File: src/rtl/intrapred_pkg.sv
// rtl/intrapred_pkg.sv - shared types, widths and pixel clip for luma 4x4 intra prediction/reconstruction
package intrapred_pkg;

    localparam int PIX_W = 8;
    localparam int RES_W = 9;

    typedef enum logic [2:0] {
        MODE_V   = 3'd0,
        MODE_H   = 3'd1,
        MODE_DDL = 3'd2,
        MODE_DDR = 3'd3,
        MODE_VR  = 3'd4,
        MODE_HD  = 3'd5,
        MODE_VL  = 3'd6,
        MODE_HU  = 3'd7
    } luma4x4_mode_t;

    typedef enum logic [1:0] {
        ST_IDLE   = 2'd0,
        ST_PRED   = 2'd1,
        ST_STREAM = 2'd2,
        ST_DRAIN  = 2'd3
    } recon_state_t;

    localparam logic signed [RES_W:0] PIX_MAX = (RES_W+1)'(255);

    function automatic logic [PIX_W-1:0] clip_pix(input logic signed [RES_W:0] s);
        logic [PIX_W-1:0] v;
        if (s[RES_W]) begin
            v = '0;
        end else if (s > PIX_MAX) begin
            v = '1;
        end else begin
            v = PIX_W'(s);
        end
        return v;
    endfunction

endpackage

File: src/rtl/predgen_luma4x4.sv
// rtl/predgen_luma4x4.sv - combinational 4x4 luma intra predictor (all directional modes, no DC)
module predgen_luma4x4
    import intrapred_pkg::*;
(
    input  logic [2:0]          mode,
    input  logic [8*PIX_W-1:0]  top,
    input  logic [5*PIX_W-1:0]  left,
    output logic [16*PIX_W-1:0] pred
);

    localparam int SUM_W = PIX_W + 2;

    // (x,-1) addresses A..H, (-1,y) addresses I..L, (-1,-1) is the corner M
    function automatic logic [PIX_W-1:0] nb(input logic [8*PIX_W-1:0] t, input logic [5*PIX_W-1:0] l,
                                            input int x, input int y);
        logic [PIX_W-1:0] v;
        if (y < 0) begin
            v = (x < 0) ? l[PIX_W-1:0] : t[x*PIX_W +: PIX_W];
        end else begin
            v = l[(y+1)*PIX_W +: PIX_W];
        end
        return v;
    endfunction

    function automatic logic [PIX_W-1:0] avg2(input logic [PIX_W-1:0] a, input logic [PIX_W-1:0] b);
        logic [SUM_W-1:0] s;
        s = SUM_W'(a) + SUM_W'(b) + SUM_W'(1);
        return PIX_W'(s >> 1);
    endfunction

    function automatic logic [PIX_W-1:0] avg3(input logic [PIX_W-1:0] a, input logic [PIX_W-1:0] b,
                                              input logic [PIX_W-1:0] c);
        logic [SUM_W-1:0] s;
        s = SUM_W'(a) + (SUM_W'(b) << 1) + SUM_W'(c) + SUM_W'(2);
        return PIX_W'(s >> 2);
    endfunction

    function automatic logic [PIX_W-1:0] pred_px(input luma4x4_mode_t m, input logic [8*PIX_W-1:0] t,
                                                 input logic [5*PIX_W-1:0] l, input int x, input int y);
        logic [PIX_W-1:0] v;
        int zv, zh, zu, hy, hx;
        zv = 2*x - y;
        zh = 2*y - x;
        zu = x + 2*y;
        hy = y >> 1;
        hx = x >> 1;
        v  = '0;
        case (m)
            MODE_V:   v = nb(t, l, x, -1);
            MODE_H:   v = nb(t, l, -1, y);
            MODE_DDL: begin
                if (x == 3 && y == 3) v = avg3(nb(t, l, 6, -1), nb(t, l, 7, -1), nb(t, l, 7, -1));
                else v = avg3(nb(t, l, x+y, -1), nb(t, l, x+y+1, -1), nb(t, l, x+y+2, -1));
            end
            MODE_DDR: begin
                if (x > y)      v = avg3(nb(t, l, x-y-2, -1), nb(t, l, x-y-1, -1), nb(t, l, x-y, -1));
                else if (x < y) v = avg3(nb(t, l, -1, y-x-2), nb(t, l, -1, y-x-1), nb(t, l, -1, y-x));
                else            v = avg3(nb(t, l, 0, -1), nb(t, l, -1, -1), nb(t, l, -1, 0));
            end
            MODE_VR: begin
                if (zv >= 0 && !zv[0]) v = avg2(nb(t, l, x-hy-1, -1), nb(t, l, x-hy, -1));
                else if (zv > 0)       v = avg3(nb(t, l, x-hy-2, -1), nb(t, l, x-hy-1, -1), nb(t, l, x-hy, -1));
                else if (zv == -1)     v = avg3(nb(t, l, -1, 0), nb(t, l, -1, -1), nb(t, l, 0, -1));
                else                   v = avg3(nb(t, l, -1, y-1), nb(t, l, -1, y-2), nb(t, l, -1, y-3));
            end
            MODE_HD: begin
                if (zh >= 0 && !zh[0]) v = avg2(nb(t, l, -1, y-hx-1), nb(t, l, -1, y-hx));
                else if (zh > 0)       v = avg3(nb(t, l, -1, y-hx-2), nb(t, l, -1, y-hx-1), nb(t, l, -1, y-hx));
                else if (zh == -1)     v = avg3(nb(t, l, -1, 0), nb(t, l, -1, -1), nb(t, l, 0, -1));
                else                   v = avg3(nb(t, l, x-1, -1), nb(t, l, x-2, -1), nb(t, l, x-3, -1));
            end
            MODE_VL: begin
                if (!y[0]) v = avg2(nb(t, l, x+hy, -1), nb(t, l, x+hy+1, -1));
                else       v = avg3(nb(t, l, x+hy, -1), nb(t, l, x+hy+1, -1), nb(t, l, x+hy+2, -1));
            end
            MODE_HU: begin
                if (zu > 5)       v = nb(t, l, -1, 3);
                else if (zu == 5) v = avg3(nb(t, l, -1, 2), nb(t, l, -1, 3), nb(t, l, -1, 3));
                else if (!zu[0])  v = avg2(nb(t, l, -1, y+hx), nb(t, l, -1, y+hx+1));
                else              v = avg3(nb(t, l, -1, y+hx), nb(t, l, -1, y+hx+1), nb(t, l, -1, y+hx+2));
            end
            default:  v = '0;
        endcase
        return v;
    endfunction

    always_comb begin
        pred = '0;
        for (int y = 0; y < 4; y++) begin
            for (int x = 0; x < 4; x++) begin
                pred[(y*4 + x)*PIX_W +: PIX_W] = pred_px(luma4x4_mode_t'(mode), top, left, x, y);
            end
        end
    end

endmodule

File: src/rtl/intrarecon_luma4x4.sv
// rtl/intrarecon_luma4x4.sv - luma 4x4 intra reconstruction: latch prediction, add streamed residual rows, clip
module intrarecon_luma4x4 #(
    parameter int RES_W = 9,
    parameter int PIX_W = 8
) (
    input  logic                 clk,
    input  logic                 reset,
    input  logic                 cmd_valid,
    output logic                 cmd_ready,
    input  logic [2:0]           mode,
    input  logic [8*PIX_W-1:0]   top,
    input  logic [5*PIX_W-1:0]   left,
    input  logic                 res_valid,
    output logic                 res_ready,
    input  logic [4*RES_W-1:0]   res_row,
    output logic                 rec_valid,
    input  logic                 rec_ready,
    output logic [4*PIX_W-1:0]   rec_row,
    output logic [1:0]           rec_idx,
    output logic                 rec_last,
    output logic                 busy
);
    import intrapred_pkg::*;

    recon_state_t          state_q, state_d;
    luma4x4_mode_t         mode_q, mode_d;
    logic [8*PIX_W-1:0]    top_q, top_d;
    logic [5*PIX_W-1:0]    left_q, left_d;
    logic [16*PIX_W-1:0]   pred_q, pred_d;
    logic [1:0]            row_q, row_d;
    logic                  rec_valid_q, rec_valid_d;
    logic [4*PIX_W-1:0]    rec_row_q, rec_row_d;
    logic [1:0]            rec_idx_q, rec_idx_d;
    logic                  rec_last_q, rec_last_d;

    logic [16*PIX_W-1:0]   pred_w;
    logic [4*PIX_W-1:0]    recon_w;
    logic                  rec_hs;
    logic                  res_hs;

    predgen_luma4x4 u_predgen (
        .mode (mode_q),
        .top  (top_q),
        .left (left_q),
        .pred (pred_w)
    );

    // Sum in RES_W+1 signed bits: pixel zero-extended, residual sign-extended
    always_comb begin
        logic signed [RES_W:0] pix_s;
        logic signed [RES_W:0] res_s;
        pix_s   = '0;
        res_s   = '0;
        recon_w = '0;
        for (int c = 0; c < 4; c++) begin
            pix_s = $signed({{(RES_W+1-PIX_W){1'b0}}, pred_q[(int'(row_q)*4 + c)*PIX_W +: PIX_W]});
            res_s = $signed({res_row[c*RES_W + RES_W-1], res_row[c*RES_W +: RES_W]});
            recon_w[c*PIX_W +: PIX_W] = clip_pix(pix_s + res_s);
        end
    end

    assign cmd_ready = reset && (state_q == ST_IDLE);
    assign res_ready = reset && (state_q == ST_STREAM) && (!rec_valid_q || rec_ready);
    assign rec_hs    = rec_valid_q && rec_ready;
    assign res_hs    = res_valid && res_ready;

    always_comb begin
        state_d     = state_q;
        mode_d      = mode_q;
        top_d       = top_q;
        left_d      = left_q;
        pred_d      = pred_q;
        row_d       = row_q;
        rec_valid_d = rec_valid_q;
        rec_row_d   = rec_row_q;
        rec_idx_d   = rec_idx_q;
        rec_last_d  = rec_last_q;
        case (state_q)
            ST_IDLE: begin
                if (cmd_valid && cmd_ready) begin
                    mode_d  = luma4x4_mode_t'(mode);
                    top_d   = top;
                    left_d  = left;
                    state_d = ST_PRED;
                end
            end
            ST_PRED: begin
                pred_d  = pred_w;
                row_d   = '0;
                state_d = ST_STREAM;
            end
            ST_STREAM: begin
                if (rec_hs) begin
                    rec_valid_d = 1'b0;
                    rec_last_d  = 1'b0;
                end
                if (res_hs) begin
                    rec_valid_d = 1'b1;
                    rec_row_d   = recon_w;
                    rec_idx_d   = row_q;
                    rec_last_d  = (row_q == 2'd3);
                    row_d       = row_q + 2'd1;
                    if (row_q == 2'd3) state_d = ST_DRAIN;
                end
            end
            ST_DRAIN: begin
                if (rec_hs) begin
                    rec_valid_d = 1'b0;
                    rec_last_d  = 1'b0;
                    state_d     = ST_IDLE;
                end
            end
            default: state_d = ST_IDLE;
        endcase
    end

    always_ff @(posedge clk) begin
        if (!reset) begin
            state_q     <= ST_IDLE;
            mode_q      <= MODE_V;
            top_q       <= '0;
            left_q      <= '0;
            pred_q      <= '0;
            row_q       <= '0;
            rec_valid_q <= 1'b0;
            rec_row_q   <= '0;
            rec_idx_q   <= '0;
            rec_last_q  <= 1'b0;
        end else begin
            state_q     <= state_d;
            mode_q      <= mode_d;
            top_q       <= top_d;
            left_q      <= left_d;
            pred_q      <= pred_d;
            row_q       <= row_d;
            rec_valid_q <= rec_valid_d;
            rec_row_q   <= rec_row_d;
            rec_idx_q   <= rec_idx_d;
            rec_last_q  <= rec_last_d;
        end
    end

    assign rec_valid = rec_valid_q;
    assign rec_row   = rec_row_q;
    assign rec_idx   = rec_idx_q;
    assign rec_last  = rec_last_q;
    assign busy      = (state_q != ST_IDLE);

endmodule

File: config.mk
export PLATFORM = sky130hd
export DESIGN_NAME = intrarecon_luma4x4
export DESIGN_NICKNAME = d
export VERILOG_FILES = /design/src/rtl/intrapred_pkg.sv /design/src/rtl/predgen_luma4x4.sv /design/src/rtl/intrarecon_luma4x4.sv
export SDC_FILE = /design/constraint.sdc
export NUM_CORES = 1
export LEC_CHECK = 0
export ABC_AREA = 1
export BUFFER_PORTS_ARGS = -buffer_cell sky130_fd_sc_hd__buf_2
export CAP_MARGIN = 5
export CORE_MARGIN = 1
export CORE_UTILIZATION = 24
export CTS_BUF_LIST = sky130_fd_sc_hd__clkbuf_16
export DETAILED_ROUTE_END_ITERATION = 6
export PLACE_DENSITY = 0.44
export SLEW_MARGIN = 20
export SYNTH_ARGS = -nofsm -noshare
export SYNTH_HDL_FRONTEND = slang
export SYNTH_HIERARCHICAL = 1
export SYNTH_SLANG_ARGS = --single-unit
File: constraint.sdc
create_clock -name clk -period 3.8 [get_ports clk]
set_clock_uncertainty 0.05 [all_clocks]
set_input_delay 0.38 -clock clk [delete_from_list [all_inputs] [get_ports clk]]
set_output_delay 0.38 -clock clk [all_outputs]
set_load 0.05 [all_outputs]
==> results by stage, run 1 <==
Synthesis:
- The most used flip-flop cell after synthesis is sky130_fd_sc_hd__dfxtp_1.
- After synthesis, the cell types taking the most area are sky130_fd_sc_hd__nand2_1, sky130_fd_sc_hd__dfxtp_1, sky130_fd_sc_hd__ha_1, sky130_fd_sc_hd__nand3_1, sky130_fd_sc_hd__nor2_1.
- Counting instances in the post-synthesis netlist gives the leading cell types as sky130_fd_sc_hd__nand2_1, sky130_fd_sc_hd__nor2_1, sky130_fd_sc_hd__nand3_1.
- In this run, synthesis inferred 0 flip-flops with an integrated enable.
- The post-synthesis sequential area ratio is 0.195.
- The library cell occupying the most area in the post-synthesis netlist is sky130_fd_sc_hd__nand2_1.
- After technology mapping, the gate count stands at roughly 4700.
- The number of distinct library cells after synthesis is 47.
- Of the post-synthesis cell area, the dominant cell type holds 0.213.
- For this run, the number of Yosys warnings is 6.
- The mean instance size in the synthesized netlist is 5.96 um^2.
- The leading cell type by number of instances after synthesis is sky130_fd_sc_hd__nand2_1.
- The synthesized flop and latch total is around 280.
- The mapped netlist covers 28300 um^2.
- Of all flip-flops after synthesis, the portion carrying an async set or reset was 0.
- The net count of the mapped netlist is 5218.

Place:
- Prior to clock tree synthesis, the placed netlist has a worst setup slack of ~0.49 ns.
- Detailed placement finished with a half-perimeter wire length of 120000 um.
- In this run, placement finished with an instance count of 6442.
- The cell area after placement is around 32000 um^2.
- The global placer's final weighted congestion is 1.07.
- In this run the tool buffered the top-level ports with 186 buffer cells.

Clocking:
- At the later pin of the worst-skew pair, clock insertion delay measures 0.62 ns.
- The total CTS buffers is 39.
- The tree is rooted in a sky130_fd_sc_hd__clkbuf_16.
- The buffer levels on the longest clock path is 3.
- The clock slew at the register clock pins of the worst setup and hold paths is 0.06 ns.
- The clock tree synthesis step divided the H-tree into 2 levels.
- The clock drives 275 sinks.
- The CTS tree is built.

Routing:
- The remaining routing DRC violations is 0.
- The average via count per standard cell is 4.92.
- The wire length per cell after detailed routing is between 20 and 25 um.
- The final layout contains routed wiring with a total length of ~150000 um.
- The first detailed-routing pass took 6 iterations.
- The routed layout has 32500 vias.
- The detail route stage leaves a number of antenna-violating nets equal to 0.
- The initial detailed-routing violation count is 3096.

Setup path:
- The critical path required time is 4.23 ns.
- The data arrival at the endpoint of the critical path is 3.83 ns.
- The category of the critical setup timing path is reg2reg.
- The startpoint identified for the worst register-to-register timing path is top_q[2].
- The element type at the critical path end is a register.
- The termination of the worst setup path is pred_q[52].
- In this run the register-to-register setup slack is 0.41 ns.
- The path depth of the worst reg2reg path is 12.
- STA classifies the critical path startpoint as a register.
- The worst reg2reg path endpoint is pred_q[52].
- Tracing the worst setup path back leads to its startpoint at top_q[2].
- Along the worst path, the maximum fanout reaches 7.

GRT:
- For this run the aggregate overflow at the end of global routing stands at 0.
- Entering global routing, the biggest net connects 108 pins.
- The initial antenna violation count is 1.
- The wire length of the first global-routing pass is 212000 um.
- The via count of the first global-routing pass is just over 30000.
- The aggregate global-route resource usage is 0.243.

Floorplan:
- The number of rows created at floorplan is 125.
- For this design the top-level I/O count stands at 187.
- The die covers 119000 um^2.
- The floorplan step defined a core boundary enclosing 117000 um^2.
- The die extent in x is about 350 um.
- The y dimension of the die is 345 um.
- The starting density of the core is 0.243.

Cells and area:
- 0 antenna diodes ended up in the layout.
- Relative to the synthesized area, the layout overhead comes to 20.2%.
- The fraction of layout cells with a size suffix above 1 is 0.0897.
- The count of placed standard cells in the final layout, fillers left out is ~6600.
- After the last flow step, the layout net total stands at 5544.
- The post-route cell area is 34000 um^2.

Timing:
- The worst pin sits at a relative slew slack of 0.390.
- At the pin with the least slew margin, the transition time is 0.914 ns.
- The final clock period utilization by the worst path is 0.893.
- The post-route worst hold slack is ~0.12 ns.
- The count of pins over their slew limit was 0.
- Derived from the worst setup path, the maximum achievable clock frequency is between 200 and 300 MHz.
- After layout, the worst setup slack is 0.407 ns.
- Setup repair after global routing left no endpoint under its margin.
- The setup TNS is 0 ns.
- The final period demand of the worst path is around 3.4 ns.
- The setup-violating endpoint count in the final report is 0.
- The hold violation count in the final report came to 0.

Power and ir drop:
- The total leakage power is 19.6 nW.
- The worst vdd rail ir drop is 254 uV.
- For this design the ratio of total power to cell area is 618 nW/um^2.

Job:
- Max-cap violations in this run came to 0.

Worst hold path:
- The min-delay analysis places its worst path in the category in2reg.

Status:
- The run finished with clean final reports.
==> what timing repair did <==
item,in CTS,in global routing
resized for setup,0,0
hold buffers,107,0
setup endpoints to repair,0,0
endpoints found under the hold margin,107,0
setup buffers,0,0
==> critical path, stage by stage (launching register included) <==
cell                      delay [ns]
sky130_fd_sc_hd__dfxtp_1        0.73
sky130_fd_sc_hd__fa_1           0.52
sky130_fd_sc_hd__ha_1           0.36
sky130_fd_sc_hd__a21oi_1        0.20
sky130_fd_sc_hd__nand2_1        0.13
sky130_fd_sc_hd__nand2_1        0.10
sky130_fd_sc_hd__nand3_1        0.27
sky130_fd_sc_hd__nand3_1        0.21
sky130_fd_sc_hd__inv_1          0.07
sky130_fd_sc_hd__nor2_1         0.15
sky130_fd_sc_hd__nand3_1        0.11
sky130_fd_sc_hd__nor2_1         0.28
sky130_fd_sc_hd__nor2_1         0.08
==> area by class of cell <==
type                            instances  area, um^2
Fill cell                           13300       82500
Multi-Input combinational cell       3794       20100
Sequential cell                       275        5510
Timing Repair Buffer                  435        3170
Inverter                              521        1960
Tap cell                             1524        1910
Clock buffer                           40        1000
Clock inverter                         32         290
==> how the worst min path moves through the flow <==
stage / startpoint / to / slack [ns] / depth (start not counted)
final: rec_ready / rec_valid / 0.12 / 4
after global routing: rec_ready / rec_valid / 0.15 / 4
after CTS: rec_ready / rec_valid / 0.06 / 4
after detailed placement: rec_row[16] / rec_row[16] / 0.40 / 2
after global placement: rec_row[16] / rec_row[16] / 0.40 / 2
after floorplan: mode_q[2] / mode_q[2] / 0.39 / 2
==> report_power, final <==
| group | internal, mW | total [mW] | switching, mW |
|---|---|---|---|
| Sequential | 3.59 | 4.41 | 0.825 |
| Combinational | 4.01 | 12.8 | 8.76 |
| Clock | 2.20 | 3.82 | 1.62 |
| Total | 9.80 | 21.0 | 11.2 |
==> stage by stage <==
step | total power, mW | util
after floorplan | 11.6 | -
after global placement | 16.9 | 0.271
after detailed placement | 16.9 | 0.271
after CTS | 20.9 | 0.292
after global routing | 22.4 | 0.292
final | 21.0 | 0.292
==> sequential cells by signal (all words and copies together) (netlist names) <==
register and cells:
left_q 40, mode_q 3, pred_q 128, rec_idx 2
rec_last 1, rec_row 32, rec_valid 1, row_q 2
state_q 2, top_q 64
==> cells by family (layout without fill, tap and decap cells) <==
group / after synthesis / in the layout / share of synthesized area
xor+xnor: 50 / 50 / 0.0155
simple gates: 2960 / 2960 / 0.439
buf+inv: 671 / 1028 / 0.0934
flops: 275 / 275 / 0.195
fa+ha+maj: 330 / 330 / 0.171
compound gates: 454 / 454 / 0.0868
==> placed cells by master, fill, tap and decap left out, types with 5 or more instances in the layout <==
master	instances
sky130_fd_sc_hd__inv_1	509
sky130_fd_sc_hd__inv_2	13
sky130_fd_sc_hd__buf_2	185
sky130_fd_sc_hd__nand2_1	1605
sky130_fd_sc_hd__xor2_1	36
sky130_fd_sc_hd__dfxtp_1	274
sky130_fd_sc_hd__nor4_1	9
sky130_fd_sc_hd__a21oi_1	154
sky130_fd_sc_hd__clkinvlp_4	5
sky130_fd_sc_hd__clkbuf_16	40
sky130_fd_sc_hd__o22ai_1	31
sky130_fd_sc_hd__buf_4	134
sky130_fd_sc_hd__nand3_1	536
sky130_fd_sc_hd__clkinv_1	10
sky130_fd_sc_hd__nand3_2	6
sky130_fd_sc_hd__buf_12	7
sky130_fd_sc_hd__nand3b_1	72
sky130_fd_sc_hd__xnor2_1	14
sky130_fd_sc_hd__ha_1	237
sky130_fd_sc_hd__fa_1	92
sky130_fd_sc_hd__nor2_1	614
sky130_fd_sc_hd__dlygate4sd3_1	107
sky130_fd_sc_hd__nand2_2	11
sky130_fd_sc_hd__a21oi_2	8
sky130_fd_sc_hd__o21ai_1	5
sky130_fd_sc_hd__nand4_1	55
sky130_fd_sc_hd__inv_6	5
sky130_fd_sc_hd__o21bai_1	7
sky130_fd_sc_hd__o21a_1	12
sky130_fd_sc_hd__or2_2	18
sky130_fd_sc_hd__o21ai_0	221
sky130_fd_sc_hd__nor3_1	15
==> metal layers <==
metal / share of wire / track usage / vias to the layer above
met2: 0.43 / 0.377 / 1147
met4: 0.053 / 0.119 / 2
met5: 0.00012 / 0 / -
met3: 0.072 / 0.0418 / 241
li1: - / - / 15900
met1: 0.44 / 0.323 / 15300
(Power assumes the default switching activity.)
==> inputs of run 2 (changes only) <==
--- a/config.mk
+++ b/config.mk
@@ -5,7 +5,6 @@
 export SDC_FILE = /design/constraint.sdc
 export NUM_CORES = 1
 export LEC_CHECK = 0
-export ABC_AREA = 1
 export BUFFER_PORTS_ARGS = -buffer_cell sky130_fd_sc_hd__buf_2
 export CAP_MARGIN = 5
 export CORE_MARGIN = 1
==> run 2 against run 1 <==
The run now ends with DRC left. Worst setup slack lost 0.28 ns. First-iteration DRC count shrank 13%. Critical path type unchanged. Synthesized area is 6.6% lower. Sequential share of layout area about the same. Total power is 12% higher. Via count down 13%. Largest cell class unchanged. Worst hold slack got worse by 0.11 ns.
==> results by stage, run 2 <==
Cells and area:
- The number of flip-flops under the largest register name was 128 (unchanged).
- The final net count is 4321 (-22%).
- The post-route cell area is 34000 um^2 (about the same).
- The largest registers in the layout are pred_q (128), top_q (64), left_q (40).
- The fraction of layout cells with a size suffix above 1 is 0.190 (+0.101).
- Relative to the synthesized area, the layout overhead comes to 28.8%.
- The most common cell after layout, fill and taps aside is sky130_fd_sc_hd__nand2_1.
- The count of placed standard cells in the final layout, fillers left out came to 5289 (-20%).
- In the layout the commonest cells are sky130_fd_sc_hd__nand2_1, sky130_fd_sc_hd__buf_4, sky130_fd_sc_hd__dfxtp_1, sky130_fd_sc_hd__o21ai_0, sky130_fd_sc_hd__ha_1.
- Counting flops per register, the top entry is pred_q.

Floorplan:
- The number of rows created at floorplan came to 121 (-3.2%).
- The y dimension of the die is 334 um (-3.4%).
- The starting density of the core was 0.242 (-0.000462).
- The core footprint is 109000 um^2 (-6.4%).
- The total die area is 111000 um^2 (-6.6%).
- The die extent in x is 334 um (-3.4%).
- The total I/O pin count is 187 (unchanged).

GRT:
- The aggregate global-route resource usage was 0.248 (+0.00558).
- The initial antenna violation count is 7 (+6).
- The via count of the first global-routing pass is 27000 (-12%).
- The wire length of the first global-routing pass is 201000 um (-5.6%).
- The total congestion overflow is 0 (unchanged).
- The maximum number of pins on one net before global-route repair is 156 (+44%).

Routing:
- The length of the first detailed-routing pass in iterations came to 7 (+1).
- The remaining routing DRC violations came to 1 (+1).
- The aggregate routed wire length came to 141000 um (-4.3%).
- The initial detailed-routing violation count was 2694 (-13%).
- The total via count in the routed design was 28300 (-13%).
- The post-route antenna net violation count is 0 (unchanged).
- The wire length per cell after detailed routing is 26.7 um (+20%).
- The average via count per standard cell is 5.35 (+8.8%).

Power and ir drop:
- The share of power burned in registers is 0.173 (-0.037).
- The total power after layout is 23.5 mW (+12%).
- The clock power share is 0.171 (-0.011).
- The fraction of power spent switching nets was 0.509 (-0.0241).
- The net switching component of the power is 11.9 mW (+6.6%).
- The power per cell area came to 690 nW/um^2 (+12%).
- The total leakage power is 14.6 nW (-25%).
- The cell internal power dissipation came to 11.5 mW (+17%).
- The part of the total power dissipated in combinational logic is 0.656 (+0.048).
- The worst vdd rail ir drop was 315 uV (+24%).

Setup path:
- The count of buffering cells on the critical path with inverters included is 1 (unchanged).
- STA classifies the critical path endpoint as a register.
- The worst setup path is of the reg2reg kind.
- The slowest stage of the critical path is the sky130_fd_sc_hd__dfxtp_1 cell.
- The kind of cell adding the most delay to the critical path is simple AND/OR/NAND/NOR gates.
- The data arrival at the endpoint of the critical path is 4.13 ns (+0.30 ns).
- The worst stage delay on the critical path came to 0.66 ns (-0.07 ns).
- The worst setup path is launched from a register.
- The slack of the worst reg-to-reg path is 0.12 ns (-0.28 ns).
- Walking the worst path, the cells encountered are fa_1, ha_1, and3_1, a221o_2, buf_4, a21oi_4, xnor2_2, nand2_1, o211ai_1, or4b_1, mux2i_1, nor2b_1.
- The critical path required time is 4.25 ns (+0.02 ns).
- The maximum fanout count along the critical path was 6 (-1).

Synthesis:
- The number of distinct library cells after synthesis was 94 (+100%).
- The mean instance size in the synthesized netlist is 8.00 um^2 (+34%).
- By count the netlist is led by sky130_fd_sc_hd__nand2_1, sky130_fd_sc_hd__dfxtp_1, sky130_fd_sc_hd__o21ai_0.
- The count of flip-flops with a built-in enable after synthesis came to 0 (unchanged).
- The warning count from the yosys run is 6 (unchanged).
- The post-synthesis sequential area ratio was 0.209 (+0.0138).
- The share of flip-flops with an asynchronous set or reset after synthesis was 0 (unchanged).
- The synthesized flop and latch total was 275 (unchanged).
- Yosys instantiated no cell more often than sky130_fd_sc_hd__nand2_1.
- Yosys attributes the largest share of cell area to sky130_fd_sc_hd__dfxtp_1, sky130_fd_sc_hd__ha_1, sky130_fd_sc_hd__nand2_1, sky130_fd_sc_hd__fa_1, sky130_fd_sc_hd__mux2i_1.
- The library cell occupying the most area in the post-synthesis netlist is sky130_fd_sc_hd__dfxtp_1.
- The number of instances in the synthesized netlist is 3298 (-30%).
- The area share of the largest cell type after synthesis came to 0.209 (-0.00455).
- The netlist area before placement came to 26400 um^2 (-6.6%).
- The net count of the mapped netlist came to 3776 (-28%).
- In the synthesized netlist the dominant register cell turns out to be sky130_fd_sc_hd__dfxtp_1.

Timing:
- The highest clock frequency the design can meet is 272 MHz (-7.7%).
- The final period demand of the worst path was 3.68 ns (+0.284 ns).
- The hold violation count in the final report came to 0 (unchanged).
- The final clock period utilization by the worst path is 0.968 (+0.0748).
- The setup-violating endpoint count in the final report was 0 (unchanged).
- The slew at the pin closest to its max-slew limit was 1.16 ns (+0.247 ns).
- The setup TNS is 0 ns (unchanged).
- The relative max-transition margin is 0.223 (-0.167).
- The count of pins over their slew limit was 0 (unchanged).
- Setup repair after global routing left no endpoint under its margin.

Clocking:
- The buffer levels on the longest clock path is 3 (unchanged).
- The CTS H-tree depth is 2 (unchanged).
- TritonCTS built the clock tree.
- The clock slew at the register clock pins of the worst setup and hold paths was 0.06 ns (about the same).
- The total number of clock tree sinks is 275 (unchanged).
- In this run the clock root is driven by a sky130_fd_sc_hd__clkbuf_16.
- The total CTS buffers is 40 (+2.6%).
- The clock latency on the worst-skew pair is 0.62 ns (about the same).
- The total setup buffers inserted after CTS is 0 (unchanged).

Place:
- The total half-perimeter wirelength after legalization and detailed placement came to 114000 um (-4.8%).
- The number of placed instances, taps included came to 5122 (-20%).
- The cell area after placement is 31700 um^2 (+0.20%).
- The port buffer count is 186 (unchanged).
- The global placer's final weighted congestion is 1.03 (-4.1%).

Job:
- The max-cap check violation count was 0 (unchanged).

Status:
- The flow ran to the end, but the final reports show violations.
- The checks that failed: DRC.

Worst hold path:
- In this run the worst hold path is classified as in2reg.
[run 2: changes by cell type in the layout (fill, tap and decap cells not counted), sizes merged, moves of 167 or more]
cell,delta
nand3,-482
nor2b,+167
nand2,-1115
nor2,-403
inv,-424
buf,+243
[run 2: worst paths after layout]
| check | from | cells after the start | to |
|---|---|---|---|
| worst max-delay path | top_q[18] | 12 | pred_q[52] |
| worst min-delay path | left[11] | 3 | left_q[11] |
| worst max register to register | top_q[18] | 12 | pred_q[52] |
| worst min register to register | rec_row[23] | 2 | rec_row[23] |
[run 2: cell families after synthesis]
group,synth area share
xor gates and xnor gates,0.0421
DFF,0.209
and+or+nand+nor,0.226
buffers and inverters,0.0379
AOI/OAI and AO/OA,0.219
muxes,0.0840
adders and majority gates,0.183
[run 2: per-stage QoR]
| stage | worst slack [ns] | utilization | hold slack, ns |
|---|---|---|---|
| finish | 0.122 | 0.312 | 0.0135 |
| floorplan | 0.594 | - | 0.383 |
| global placement | -0.169 | 0.291 | 0.396 |
| detailed placement | -0.164 | 0.291 | 0.394 |
| CTS | 0.0651 | 0.312 | 0.00515 |
| global route | 0.00183 | 0.312 | 0.0206 |
[run 2: final cells by class]
cell class	count	area (um^2)
fillers	11800	75000
multi-input cells	2768	20000
flip-flops and latches	275	5520
repair buffers	664	5020
well taps	1414	1770
clock buffers	41	1030
inverters	94	353
clock inverters	31	333
diodes	2	5.00
[run 2: worst register-to-register path, delay by kind of cell (launching register included)]
family / cells / cell delay (ns)
and+or+nand+nor: 4 / 0.88
adders and majority gates: 2 / 0.83
AOI/OAI and AO/OA: 3 / 0.69
DFF: 1 / 0.66
buffers and inverters: 1 / 0.18
muxes: 1 / 0.15
xor gates and xnor gates: 1 / 0.14
[run 2: power groups by stage]
stage               clock [mW]  sequential [mW]  combinational [mW]
global route              4.26             4.12                16.1
floorplan                    0             4.07                7.61
CTS                       4.16             4.06                15.0
global placement             0             4.11                14.9
finish                    4.01             4.05                15.4
detailed placement           0             4.12                14.8
[run 2: repair_timing]
item,CTS,global route
hold endpoints to repair,93,0
hold buffers,93,0
gates resized for setup,4,11
setup endpoints to repair,2,8
[run 2: metal layers]
layer,global-route usage,part of all wire,wire length (um),up-vias
met2,0.363,0.41,58200,1276
met5,0,0.00021,29,-
met1,0.341,0.45,63900,13600
li1,-,-,-,13100
met3,0.0442,0.073,10400,302
met4,0.138,0.062,8740,4
